[src/rtl/serial_subtractor.sv]
// Bit-serial subtractor: Diff = A - B - borrow_in, one bit per clock, LSB first.
// A start/busy/done handshake lets a sequencer issue operations and collect results.
// A single full-subtractor cell is reused for WIDTH cycles per operation.
module serial_subtractor #(
  parameter int WIDTH = 32
) (
  input  logic             clk,
  input  logic             reset,
  input  logic             start,
  input  logic [WIDTH-1:0] A,
  input  logic [WIDTH-1:0] B,
  input  logic             borrow_in,
  output logic             busy,
  output logic             done,
  output logic [WIDTH-1:0] Diff,
  output logic             Borrow
);

  localparam int CW = (WIDTH > 2) ? $clog2(WIDTH) : 1;
  localparam logic [CW-1:0] LAST = CW'(WIDTH - 1);

  typedef enum logic [1:0] {
    IDLE   = 2'd0,
    RUN    = 2'd1,
    DONE_S = 2'd2
  } state_t;

  state_t            state_q, state_d;
  logic [WIDTH-1:0]  sa_q, sa_d;
  logic [WIDTH-1:0]  sb_q, sb_d;
  logic [WIDTH-1:0]  sd_q, sd_d;
  logic              br_q, br_d;
  logic [CW-1:0]     cnt_q, cnt_d;
  logic [WIDTH-1:0]  diff_q, diff_d;
  logic              borrow_q, borrow_d;

  // Full-subtractor cell acting on the current LSBs
  logic             bit_a, bit_b, bit_d, br_nx;
  logic [WIDTH-1:0] sd_nx;

  // Next-state, datapath shift and result capture
  always_comb begin
    state_d  = state_q;
    sa_d     = sa_q;
    sb_d     = sb_q;
    sd_d     = sd_q;
    br_d     = br_q;
    cnt_d    = cnt_q;
    diff_d   = diff_q;
    borrow_d = borrow_q;

    bit_a = sa_q[0];
    bit_b = sb_q[0];
    bit_d = bit_a ^ bit_b ^ br_q;
    br_nx = (~bit_a & bit_b) | (~(bit_a ^ bit_b) & br_q);
    sd_nx = {bit_d, sd_q[WIDTH-1:1]};

    case (state_q)
      IDLE, DONE_S: begin
        if (start) begin
          // Accept: latch operands; a start seen during RUN never gets here
          sa_d    = A;
          sb_d    = B;
          br_d    = borrow_in;
          cnt_d   = '0;
          state_d = RUN;
        end else if (state_q == DONE_S) begin
          state_d = IDLE;
        end
      end
      RUN: begin
        sa_d  = {1'b0, sa_q[WIDTH-1:1]};
        sb_d  = {1'b0, sb_q[WIDTH-1:1]};
        sd_d  = sd_nx;
        br_d  = br_nx;
        cnt_d = cnt_q + 1'b1;
        if (cnt_q == LAST) begin
          // Last bit: publish the result that includes this bit
          diff_d   = sd_nx;
          borrow_d = br_nx;
          cnt_d    = '0;
          state_d  = DONE_S;
        end
      end
      default: state_d = IDLE;
    endcase
  end

  // State and datapath registers with synchronous reset (reset aborts any op)
  always_ff @(posedge clk) begin
    if (reset) begin
      state_q  <= IDLE;
      sa_q     <= '0;
      sb_q     <= '0;
      sd_q     <= '0;
      br_q     <= 1'b0;
      cnt_q    <= '0;
      diff_q   <= '0;
      borrow_q <= 1'b0;
    end else begin
      state_q  <= state_d;
      sa_q     <= sa_d;
      sb_q     <= sb_d;
      sd_q     <= sd_d;
      br_q     <= br_d;
      cnt_q    <= cnt_d;
      diff_q   <= diff_d;
      borrow_q <= borrow_d;
    end
  end

  // busy/done are decoded straight from the state register, so they are glitch-free
  assign busy   = (state_q == RUN);
  assign done   = (state_q == DONE_S);
  assign Diff   = diff_q;
  assign Borrow = borrow_q;

endmodule

[config.mk]
export PLATFORM = sky130hd
export DESIGN_NAME = serial_subtractor
export DESIGN_NICKNAME = d
export VERILOG_FILES = /design/src/rtl/serial_subtractor.sv
export SDC_FILE = /design/constraint.sdc
export NUM_CORES = 1
export LEC_CHECK = 0
export ABC_AREA = 1
export CORE_AREA = 5 5 105 107
export DETAILED_ROUTE_END_ITERATION = 8
export DIE_AREA = 0 0 110 112
export PLACE_DENSITY = 0.87
export SYNTH_ARGS = -nofsm -noshare
export SYNTH_HDL_FRONTEND = slang
export SYNTH_SLANG_ARGS = --single-unit
[constraint.sdc]
create_clock -name clk -period 2.5 [get_ports clk]
set_input_delay 0.375 -clock clk [delete_from_list [all_inputs] [get_ports clk]]
set_output_delay 0.375 -clock clk [all_outputs]
set_load 0.005 [all_outputs]
# Word-level counts from Yosys, hierarchy flattened
# Cells that the tools add are included.
# totals
in_bits	68
reg_bits	137
# op_classes
n_reduce_logical	6
n_eq_ne	6
n_addsub	1
bitwise	7
muxes	13
# ops
operator	n
32-bit one-hot mux with 2 select lines	2
32-bit two-way mux	2
5-bit two-way mux	2
5-bit one-hot mux with 2 select lines	1
2-bit two-way mux	3
2-bit AND reduction	3
5-bit by 1-bit adder with 5-bit output, second input constant	1
5-bit == test, second input constant	1
2-bit one-hot mux with 2 select lines	1
3-bit != test, second input constant	1
1-bit AND	2
2-bit by 1-bit == test with 1-bit output, second input constant	1
2-bit == test, second input constant	1
2-bit zero test	1
2-bit by 1-bit != test with 1-bit output, second input constant	1
2-bit != test, second input constant	1
1-bit inverter	2
1-bit one-hot mux with 2 select lines	1
2-bit nonzero test	1
2-bit OR reduction	1
1-bit bitwise XOR	2
1-bit two-way mux	1
1-bit bitwise OR	1

# Longest topological paths before layout
# depth
depth_word	5
mapped_depth	9

# Least setup slack after synthesis
# OpenSTA, ideal clock, no wires.
# synth_path
kind	register -> register
from	register cnt_q[0]
to	register diff_q[10] (netlist: Diff[10])
t_required_ps	2430
arrival_time_ps	1403
period_less_slack_ps	1474
path_stages_with_launch	9
setup_slack_ps	1026
cell_sequence	dfxtp_1 ha_1 nand2_1 nor2_1 ha_1 nand2_4 clkbuf_1 nand2_1 a21oi_1
# synth_via
elab_chain_len	2
# synth_lines
element	line_no	text
start: declaration	33	logic [CW-1:0] cnt_q, cnt_d;
start signal: assignment	106	cnt_q <= cnt_d;
5-bit == test	77	if (cnt_q == LAST) begin
2-bit AND reduction (no line)	--	
end signal: assignment	107	diff_q <= diff_d;
end: declaration	34	logic [WIDTH-1:0] diff_q, diff_d;
# No other way between the ends.
# A chain may end at the register's enable or synchronous reset.

# Final worst setup path
# layout_path
from	register cnt_q[1]
to	register diff_q[28] (netlist: Diff[28])
# Same word-level chain as after synthesis.

==> results.py <==
metrics = {
    "global_routing": {
        "busiest_layer": "met2",
        "antenna_found_initial": 0,
        "grt-ovfl-total": 0,
        "use_met2_pct": 37.7,
        "grt_max_degree": 98,
        "grt_use_met1_pct": 27.4,
        "grt_pass1_wl_um": 22500,
        "grt_pass1_vias": 5025,
        "grt_usage_pct": 22.3,
        "met3_usage_pct": 6.03,
    },
    "critical_path": {
        "critPathKind": "flip-flop to flip-flop",
        "arrival_ns": 2.57,
        "path_max_fanout": 35,
        "slowest_stage": "inv_2",
        "cp.required_ns": 2.92,
        "end_kind": "flip-flop",
        "critPathMaxStageDelay_ns": 0.50,
        "reg2reg_from": "cnt_q[1]$_SDFFE_PP0P_",
        "startpoint": "cnt_q[1]$_SDFFE_PP0P_",
        "crit_family": "simple AND/OR/NAND/NOR gates",
        "critPathBufInv": 1,
        "start_kind": "flip-flop",
        "cp_cell_sequence": "ha_1, nand2_1, nor2_1, ha_1, nand2_4, inv_2, nand2_1, a21oi_1",
    },
    "clock_tree": {
        "cts-root-buf": "clkbuf_8",
        "clockBufferDepth": 2,
        "post_cts_buffers": 0,
        "cts_tree": "done",
        "htreeDepth": 4,
        "clock-sinks": 136,
        "clkLatencyLatePin_ns": 0.50,
        "clk_pin_slew_worst_paths_ns": 0.06,
        "cts_made_buffers": 17,
        "cts_hold_buffers": 0,
        "cts_resized": 0,
    },
    "floorplanning": {
        "fp-row-count": 37,
        "die_w_um": 110,
        "die_y_um": 112,
        "start_util_pct": 54.4,
        "io_pins": 103,
        "coreArea_um2": 10000,
        "die-area_um2": 12300,
    },
    "power_and_ir_drop": {
        "internal-power_mw": 4.11,
        "cellPowerDensity_nw_per_um2": 779,
        "p_clk_share_pct": 44.5,
        "pwr-share-comb_pct": 12.0,
        "ir_drop_mv": 0.494,
        "netSwitchingFraction_pct": 25.4,
        "pwr-share-seq_pct": 43.4,
        "power.total_mw": 5.51,
        "p_sw_mw": 1.40,
        "leakagePower_nw": 2.80,
    },
    "placement": {
        "place.gp.congestion": 0.765,
        "dpl.hpwl_um": 8380,
        "port_buffers": 102,
        "dpl_cell_area_um2": 6480,
    },
    "run": {
        "drv_cap": 0,
    },
    "timing": {
        "rsz0062_at_grt": "false",
        "setup_violations": 0,
        "min_period_over_period_pct": 85.9,
        "skew_ns": 0.0105,
        "final_hold_viol_count": 0,
        "period_minus_slack_ns": 2.15,
        "tns_ns": 0,
        "report.final.slew_viol_count": 0,
        "worstMarginPinSlew_ns": 0.794,
        "fmax_mhz": 466,
        "maxSlewHeadroom_pct": 47.1,
    },
    "synth": {
        "yosysUniqueCellTypes": 20,
        "yosysSeqAreaShare_pct": 49.8,
        "syn-instance-count": 746,
        "syn_nets": 817,
        "yosysWarnings": 0,
        "synthesis.area_um2": 5470,
        "ys_ff_latch": 136,
        "avgSynthCellArea_um2": 7.33,
    },
    "detailed_routing": {
        "wirelength_um": 13600,
        "drt_iter0_drc": 355,
        "num_vias": 5086,
        "firstDrtPassIters": 5,
        "wl_per_cell_um": 14.0,
        "routed_via_density": 5.24,
        "ant_nets": 0,
        "drc_errors": 0,
    },
    "run_status": {
        "status": "finished clean",
    },
    "layout": {
        "fin_area_um2": 7080,
        "n_fill_cell": 793,
        "num_antenna_cells": 0,
        "finalCoreUtilization_pct": 70.5,
        "fin_nets": 893,
        "drive_gt1_share_pct": 5.75,
        "syn_to_final_growth_pct": 29.5,
    },
    "hold_path": {
        "hp-start": "A[31]",
        "hold_class": "primary input to flip-flop",
    },
}
metrics by stage:
stage,cells,setup slack (ns),hold WS [ns]
after global placement,939,0.565,0.447
after global routing,971,0.131,0.477
final,971,0.352,0.464
after detailed placement,939,0.429,0.460
after floorplan,746,1.03,0.440
after CTS,971,0.395,0.444
power by group through the flow:
| stage | Sequential [mW] | Clock [mW] | Combinational [mW] |
|---|---|---|---|
| 6_report | 2.39 | 2.46 | 0.663 |
| 5_1_grt | 2.41 | 2.58 | 0.759 |
| 4_1_cts | 2.39 | 2.49 | 0.663 |
| 3_5_place_dp | 2.44 | 0 | 0.652 |
| 3_3_place_gp | 2.43 | 0 | 0.621 |
| 2_1_floorplan | 2.42 | 0 | 0.449 |
Yosys cell counts:
cell type	instances	area, um^2
nand3_1	3	15.0
clkbuf_1	28	105
buf_2	18	90.1
nand2_4	1	11.3
clkinv_1	1	3.75
ha_1	2	25.0
a21oi_1	101	505
fa_1	1	20.0
inv_1	70	263
inv_2	2	7.51
nand2_2	1	6.26
buf_6	4	45.0
buf_4	4	30.0
dfxtp_1	136	2720
nor2_1	68	255
nor2_4	1	11.3
o21ai_0	159	796
nand4_1	1	6.26
o21a_1	1	7.51
nand2_1	144	541
state kept, by name (all words and copies together), names as in the netlist:
register and flops:
state_q 2, Borrow 1, Diff 32, sa_q 32, br_q 1, sb_q 32, sd_q 31, cnt_q 5
layout by cell type, fill, tap and decap left out:
cell type	netlist	routed
buf_12	0	2
fa_1	1	1
clkdlybuf4s50_1	0	102
nand4_1	1	1
inv_6	0	2
nor2_1	68	68
nand3_1	3	3
nand2_1	144	143
bufinv_16	0	2
dfxtp_1	136	136
nand2_2	1	2
o21a_1	1	1
o21ai_0	159	159
clkinvlp_4	0	5
nand2_4	1	1
clkinv_4	0	3
clkbuf_16	0	16
buf_4	4	7
inv_2	2	3
a21oi_1	101	101
clkbuf_8	0	4
inv_1	70	70
nor2_4	1	1
ha_1	2	2
kinds of logic (layout without fill, tap and decap cells):
group	Yosys count	count (layout)	share of synthesized area, %
buffers and inverters	127	216	9.96
AOI/OAI and AO/OA	261	261	23.9
adders and majority gates	3	3	0.824
and+or+nand+nor	219	219	15.5
DFF	136	136	49.8
routing by layer:
| metal | up-vias | wire length, um |
|---|---|---|
| li1 | 2567 | - |
| met1 | 2349 | 5800 |
| met2 | 158 | 6810 |
| met3 | 12 | 831 |
| met4 | 0 | 148 |
| met5 | - | 0 |
final cells by class:
cell class	count	area [um^2]	share of cell area, %
Inverter	73	274	3.87
Timing Repair Buffer	111	1110	15.7
Sequential cell	136	2720	38.5
Tap cell	136	170	2.40
Multi-Input combinational cell	483	2200	31.1
Clock buffer	20	455	6.43
Clock inverter	12	141	2.00
worst reg2reg max path: cells and delay by family (launching register included):
| kind | cells | cell delay [ns] |
|---|---|---|
| flops | 1 | 0.40 |
| simple gates | 4 | 0.55 |
| compound gates | 1 | 0.20 |
| fa+ha+maj | 2 | 0.42 |
| buf+inv | 1 | 0.50 |
path summary, 6_finish.rpt:
check                     endpoint  slack [ns]  cells past startpoint
min reg2reg  Diff[17]$_SDFFE_PP0P_        0.47                      2
max          Diff[28]$_SDFFE_PP0P_        0.35                      8
min          sa_q[31]$_SDFFE_PP0P_        0.46                      3
max reg2reg  Diff[28]$_SDFFE_PP0P_        0.35                      8
Note: power is estimated with default switching activity, not from simulation.
